File: src/rtl/i2s_rx.sv
// i2s_rx
// Receives codec ADC data over I2S, oversampled in the clk domain, and hands
// stereo sample pairs to the core with a valid/ready handshake.
//
// Ports
//   clk         system clock (at least 4x BCLK)
//   reset_n     asynchronous active-low reset
//   i2s_bclk    codec bit clock (asynchronous)
//   i2s_lrclk   codec word select, 0 = left, 1 = right (asynchronous)
//   i2s_data    codec serial data, MSB first (asynchronous)
//   left_out    left sample, two's complement
//   right_out   right sample, two's complement
//   out_valid   sample pair available
//   out_ready   consumer accepts the pair
//   overflow    sticky: a pair was overwritten before it was accepted
//   short_word  sticky: a delivered word had fewer than WIDTH bits
//
// Sync state machine
//   state     | meaning
//   ST_UNSYNC | after reset; waiting for the first word boundary
//   ST_WAIT_L | aligned to boundaries; waiting for a complete left word
//   ST_RUN    | left word held, each right word completes a frame

module i2s_rx #(
    parameter int WIDTH = 16
) (
    input  logic             clk,
    input  logic             reset_n,
    input  logic             i2s_bclk,
    input  logic             i2s_lrclk,
    input  logic             i2s_data,
    output logic [WIDTH-1:0] left_out,
    output logic [WIDTH-1:0] right_out,
    output logic             out_valid,
    input  logic             out_ready,
    output logic             overflow,
    output logic             short_word
);

    localparam int CW = $clog2(WIDTH + 1);

    typedef enum logic [1:0] {
        ST_UNSYNC = 2'd0,
        ST_WAIT_L = 2'd1,
        ST_RUN    = 2'd2
    } state_t;

    state_t           r_state;
    logic [2:0]       r_bclk_sync;
    logic [1:0]       r_ws_sync;
    logic [1:0]       r_d_sync;
    logic             r_ws_prev;
    logic [CW-1:0]    r_cnt;
    logic [WIDTH-1:0] r_shreg;
    logic [WIDTH-1:0] r_left_hold;

    logic             w_bclk_rise;
    logic             w_ws;
    logic             w_d;
    logic             w_take;
    logic [WIDTH-1:0] w_shreg_nxt;
    logic [CW-1:0]    w_cnt_nxt;
    logic [CW-1:0]    w_shamt;
    logic [WIDTH-1:0] w_word;
    logic             w_short;

    // All three pins go through the same depth so ws/data stay aligned with
    // the detected BCLK edge.
    always_ff @(posedge clk or negedge reset_n) begin
        if (!reset_n) begin
            r_bclk_sync <= '0;
            r_ws_sync   <= '0;
            r_d_sync    <= '0;
        end else begin
            r_bclk_sync <= {r_bclk_sync[1:0], i2s_bclk};
            r_ws_sync   <= {r_ws_sync[0], i2s_lrclk};
            r_d_sync    <= {r_d_sync[0], i2s_data};
        end
    end

    assign w_bclk_rise = r_bclk_sync[1] & ~r_bclk_sync[2];
    assign w_ws        = r_ws_sync[1];
    assign w_d         = r_d_sync[1];

    // Bits beyond WIDTH are dropped, so the top WIDTH bits of a long word stay.
    assign w_take      = (r_cnt < CW'(WIDTH));
    assign w_shreg_nxt = w_take ? {r_shreg[WIDTH-2:0], w_d} : r_shreg;
    assign w_cnt_nxt   = w_take ? (r_cnt + CW'(1)) : r_cnt;

    // Left-justify a short word; w_cnt_nxt is at least 1 on a boundary.
    assign w_shamt     = CW'(WIDTH) - w_cnt_nxt;
    assign w_word      = w_shreg_nxt << w_shamt;
    assign w_short     = (w_cnt_nxt < CW'(WIDTH));

    always_ff @(posedge clk or negedge reset_n) begin
        if (!reset_n) begin
            r_state     <= ST_UNSYNC;
            r_ws_prev   <= 1'b0;
            r_cnt       <= '0;
            r_shreg     <= '0;
            r_left_hold <= '0;
            left_out    <= '0;
            right_out   <= '0;
            out_valid   <= 1'b0;
            overflow    <= 1'b0;
            short_word  <= 1'b0;
        end else begin
            if (out_valid && out_ready) begin
                out_valid <= 1'b0;
            end

            if (w_bclk_rise) begin
                r_ws_prev <= w_ws;
                if (w_ws != r_ws_prev) begin
                    // Boundary rise: this bit is the last slot of the old word.
                    r_cnt   <= '0;
                    r_shreg <= '0;
                    case (r_state)
                        ST_UNSYNC: begin
                            r_state <= ST_WAIT_L;
                        end
                        ST_WAIT_L: begin
                            // Discarded words are never flagged as short.
                            if (!r_ws_prev) begin
                                r_left_hold <= w_word;
                                r_state     <= ST_RUN;
                                if (w_short) begin
                                    short_word <= 1'b1;
                                end
                            end
                        end
                        ST_RUN: begin
                            if (w_short) begin
                                short_word <= 1'b1;
                            end
                            if (!r_ws_prev) begin
                                r_left_hold <= w_word;
                            end else begin
                                left_out  <= r_left_hold;
                                right_out <= w_word;
                                out_valid <= 1'b1;
                                if (out_valid && !out_ready) begin
                                    overflow <= 1'b1;
                                end
                            end
                        end
                        default: begin
                            r_state <= ST_UNSYNC;
                        end
                    endcase
                end else begin
                    r_cnt   <= w_cnt_nxt;
                    r_shreg <= w_shreg_nxt;
                end
            end
        end
    end

endmodule

File: config.mk
export PLATFORM = sky130hd
export DESIGN_NAME = i2s_rx
export DESIGN_NICKNAME = d
export VERILOG_FILES = /design/src/rtl/i2s_rx.sv
export SDC_FILE = /design/constraint.sdc
export NUM_CORES = 1
export LEC_CHECK = 0
export BUFFER_PORTS_ARGS = -buffer_cell sky130_fd_sc_hd__buf_2
export CORE_MARGIN = 2
export CORE_UTILIZATION = 53
export CTS_CLUSTER_DIAMETER = 30
export DETAILED_ROUTE_END_ITERATION = 8
export PLACE_DENSITY = 0.78
export SETUP_SLACK_MARGIN = 0.05
export SYNTH_ARGS = -nofsm -noshare
export SYNTH_HDL_FRONTEND = slang
export SYNTH_SLANG_ARGS = --single-unit
export TNS_END_PERCENT = 5
File: constraint.sdc
create_clock -name clk -period 2.8 [get_ports clk]
set_input_delay 0.42 -clock clk [delete_from_list [all_inputs] [get_ports clk]]
set_output_delay 0.42 -clock clk [all_outputs]
set_load 0.02 [all_outputs]
## Word level (Yosys, flattened, before mapping)

Index checks and enable logic that the tools add are counted.

- $add $sub $neg: 2
- Magnitude comparators: 2
- Equality and inequality tests: 4
- Shift-type cells: 1
- Mux-type cells: 14
- Bitwise logic cells: 4
- Reductions and logical operators: 11

Operators with widths:

| kind | number |
|---|---|
| 16-bit two-way mux | 2 |
| 4-bit AND reduction | 4 |
| 16-bit by 5-bit << shifter with 16-bit output | 1 |
| 5-bit less-than comparator, second input constant | 2 |
| 5-bit two-way mux | 2 |
| 1-bit two-way mux | 7 |
| 2-bit case mux with 3 select lines | 1 |
| 5-bit by 1-bit adder with 5-bit output, second input constant | 1 |
| 5-bit AND reduction | 1 |
| 5-bit subtractor, first input constant | 1 |
| 1-bit inverter | 3 |
| 2-bit by 1-bit equality test with 1-bit output, second input constant | 1 |
| 2-bit equality test, second input constant | 1 |
| 1-bit logical AND | 2 |
| 2-bit zero test | 1 |
| 2-bit two-way mux | 1 |
| 2-bit != test, second input constant | 1 |
| 1-bit case mux with 2 select lines | 1 |
| 2-bit nonzero test | 1 |
| 2-bit OR reduction | 1 |
| 1-bit bitwise AND | 1 |
| 1-bit zero test | 1 |
| 1-bit != test | 1 |

- Bits in registers: 82
- Bits of input ports: 6
- Output and inout bits: 35
- Word-level logic and storage cells: 51

## Longest topological paths before layout

- Word-level depth: 6
- Gate-level depth with buffers: 11

## Least setup slack after synthesis

No wires, ideal clock.

- Path kind: reg-to-reg
- Start: register r_cnt[4]
- End: register r_left_hold[7]
- Setup time: 0.125 ns
- Arrival: 2.680 ns
- Required time: 2.675 ns
- Setup slack: -0.005 ns
- Stages on the path, launching flop included: 11
- Path buffers: 3
- Cells stage by stage: dfrtp_1 buf_6 buf_6 buf_4 mux2i_1 ha_1 xnor2_4 xor2_4 mux4_2 nor3b_2 mux2_2

- Word-level cells in the longest chain between the ends: 4
- Elaborated cells on any way between the ends: 6

Ends and longest elaborated chain:

| what | RTL line | text |
|---|---|---|
| start: declaration | 53 | `logic [CW-1:0] r_cnt;` |
| start signal: assignment | 152 | `r_cnt <= w_cnt_nxt;` |
| 5-bit by 1-bit adder with 5-bit output / 5-bit less-than comparator (equally long branches) | 88, 86 |  |
| 5-bit two-way mux | 88 | `assign w_cnt_nxt = w_take ? (r_cnt + CW'(1)) : r_cnt;` |
| 5-bit subtractor | 91 | `assign w_shamt = CW'(WIDTH) - w_cnt_nxt;` |
| 16-bit by 5-bit << shifter with 16-bit output (*) | 92 | `assign w_word = w_shreg_nxt << w_shamt;` |
| end signal: assignment | 125 | `r_left_hold <= w_word;` |
| end signal: assignment | 137 | `r_left_hold <= w_word;` |
| end: declaration | 55 | `logic [WIDTH-1:0] r_left_hold;` |

Mark *: on every way between the ends. The rest lies on a longest branch, timed or not.
A chain may end at the register's enable or synchronous reset.

## Worst setup path in the final report

- Start: register r_cnt[1]
- End: register right_out[7]

- Word-level cells in the longest chain between the ends: 4
- Elaborated cells on any way between the ends: 6

Ends and longest elaborated chain:

| what | RTL line | text |
|---|---|---|
| 5-bit by 1-bit adder with 5-bit output / 5-bit less-than comparator (equally long branches) | 88, 86 |  |
| 5-bit two-way mux | 88 |  |
| 5-bit subtractor | 91 |  |
| 16-bit by 5-bit << shifter with 16-bit output (*) | 92 |  |
| end signal: assignment | 140 | `right_out <= w_word;` |
| end: declaration | 33 | `output logic [WIDTH-1:0] right_out,` |

Marked as above.

==> metrics.cfg <==
[run_status]
status = complete, no violations

[cells_and_area]
diodes = 0
design_area_um2 = 4740
fillers = 617
layout-drive-gt1-share_pct = 32.0
nets = 402
area_delta_synth_final_pct = 13.1

[worst_setup_path]
critPathKind = flop to flop
critPathLaunch = r_cnt[1]
critPathRequiredTime_ns = 3.04
cp.arrival_ns = 2.86
cp_max_fo = 5
crit_path_end_kind = flop
r2r_start = r_cnt[1]
cp-start-kind = flop

[floorplanning]
row_count = 32
core_um2 = 7690
die_x_um = 92.9
io_pins = 41
initial_core_util_pct = 54.5
die-area_um2 = 8630
fp.dieH_um = 92.9

[global_routing]
antenna_found_initial = 0
grt_pass1_wl_mm = 13.1
grt.total_usage_pct = 19.5
grt_pass1_vias = 2625
overflow = 0
grt_max_degree = 83

[clock_network]
clkLatencyLatePin_ns = 0.36
cts-root-buf = clkbuf_8
cts_buffers = 9
tritoncts = done
cts.sinks = 82
clkSlewWorstSetupHoldPaths_ns = 0.08
htree_levels = 3
clockBufferDepth = 2

[synthesis]
avgSynthCellArea_um2 = 12.1
yosysMostFrequentCell = dfrtp_1
synth_ff_type = dfrtp_1
synth_top_cells_by_count = dfrtp_1, nand2_1, mux2_2
synth-warning-count = 0
synth_area_um2 = 4190
synth_top_area_cell = dfrtp_1
ys_async_sr_fraction_pct = 100
synth_seq_cells = 82
synthTopCellsByArea = dfrtp_1, mux2_2, mux2i_1, mux4_2, a22o_1
synth_fp_nets = 360
netlist_instances = 347
synth-seq-area-share_pct = 49.0
ys_types = 41
synth-edff-count = 0
yosysTopAreaCellShare_pct = 49.0

[timing]
worst_pin_slew_ns = 0.976
skew_ns = 0.0165
final_max_slew_viol_count = 0
hold_viol = 0
slew_headroom_pct = 35.0
fmaxAchievable_mhz = 382
fin_tns_setup_ns = 0
min_period_ns = 2.62
worst_slack_ns = 0.184
setup_viol = 0
post-route-period-util_pct = 93.4
rsz0062_at_grt = no

[drt]
detail-route-antenna-nets = 0
drtPass1Iterations = 5
met3WireLength_um = 289
vias_per_cell = 5.64
routed.top_layer = met4
drc_errors = 0
drt_wl_total_mm = 8.05
met1_length_mm = 3.76
wl_met2_mm = 3.86
drtIter0Drc = 136
vias = 2797
wl_per_cell_um = 16.2

[placement]
dpl.hpwl_mm = 5.69
finalWeightedCongestion = 0.857
dpl_cell_area_um2 = 4480
portBuffers = 40
pre_cts_slack_ns = 0.0855

[run]
max-cap-violations = 0

[power]
power.leakage_uw = 0.00227
ir_drop_mv = 0.389
p_per_area_nw_per_um2 = 836

[hold_path]
hold_class = input port to flop
hold_path_startpoint = i2s_lrclk

[layout by cell type (no fill, tap or decap), types with 5 or more instances in the layout]
cell	n
o21ai_0	16
nand2b_1	5
buf_2	39
o21ai_1	7
mux4_2	11
buf_4	14
dfrtp_1	81
a21oi_1	13
a22o_1	17
nor2b_1	16
nor3b_1	5
clkbuf_8	10
mux2_2	27
ha_1	5
nand2_1	35
mux2i_1	25
o31ai_1	7
inv_1	5
[registers in the layout, indices dropped and copies added (netlist names)]
name / cells
left_out: 16
out_valid: 1
overflow: 1
r_bclk_sync: 3
r_cnt: 5
r_d_sync: 2
r_left_hold: 16
r_shreg: 16
r_state: 2
r_ws_prev: 1
r_ws_sync: 2
right_out: 16
short_word: 1
[where the power goes]
group          internal (µW)  switching [µW]  leakage, µW
Sequential              1350             130      0.00111
Combinational            756             830      0.00106
Clock                    447             449     0.000104
[metrics by stage]
step	std cells	hold WS, ns	util (%)	power, µW
3_5_place_dp	478	0.336	58.3	3020
5_1_grt	496	0.156	61.6	4190
3_3_place_gp	478	0.333	58.3	2970
6_report	496	0.168	61.6	3960
4_1_cts	495	0.153	61.1	3930
2_1_floorplan	347	0.124	-	2670
[layer usage]
metal	GRT usage, %	vias up
met2	30.7	56
li1	-	1324
met4	6.99	0
met1	26.8	1404
met5	0	-
met3	4.15	13
[area by class of cell]
class	instances	area, µm²	area share, %
inverters	6	26.3	0.555
clock inverters	6	72.6	1.53
multi-input cells	236	2010	42.4
repair buffers	54	312	6.58
flip-flops and latches	82	2050	43.3
clock buffers	10	138	2.91
well taps	102	128	2.69
[worst paths after layout]
path                       slack, ns        endpoint  cells past startpoint
max                             0.18    right_out[7]                      8
min                             0.17    r_ws_sync[0]                      1
max reg2reg                     0.18    right_out[7]                      8
min reg2reg                     0.35  r_bclk_sync[1]                      0
max in group asynchronous       1.90        r_cnt[1]                      1
min in group asynchronous       0.20    left_out[13]                      1
[cells by family (layout without fill, tap and decap cells)]
logic type | count (synthesis) | after routing | synth area share, %
buffers and inverters | 29 | 76 | 3.62
and+or+nand+nor | 82 | 82 | 10.3
DFF | 82 | 82 | 49.0
xor gates and xnor gates | 9 | 9 | 3.14
muxes | 70 | 70 | 21.2
AOI/OAI and AO/OA | 68 | 68 | 10.7
adders and majority gates | 7 | 7 | 2.09
[critical path, cell delays in order, from the launching register on]
cell,delay [ns]
dfrtp_2,0.46
ha_4,0.24
mux2i_2,0.18
ha_2,0.27
xnor2_4,0.17
xor2_4,0.21
mux4_2,0.53
nor3b_2,0.17
mux2_2,0.28
[what timing repair did]
item                                   CTS  global route
pin swaps                                1             2
hold buffers                             0             0
buffers inserted                         1             1
resized for setup                        0             6
setup endpoints to repair                1            20
endpoints found under the hold margin    0             0
(Power assumes the default switching activity.)
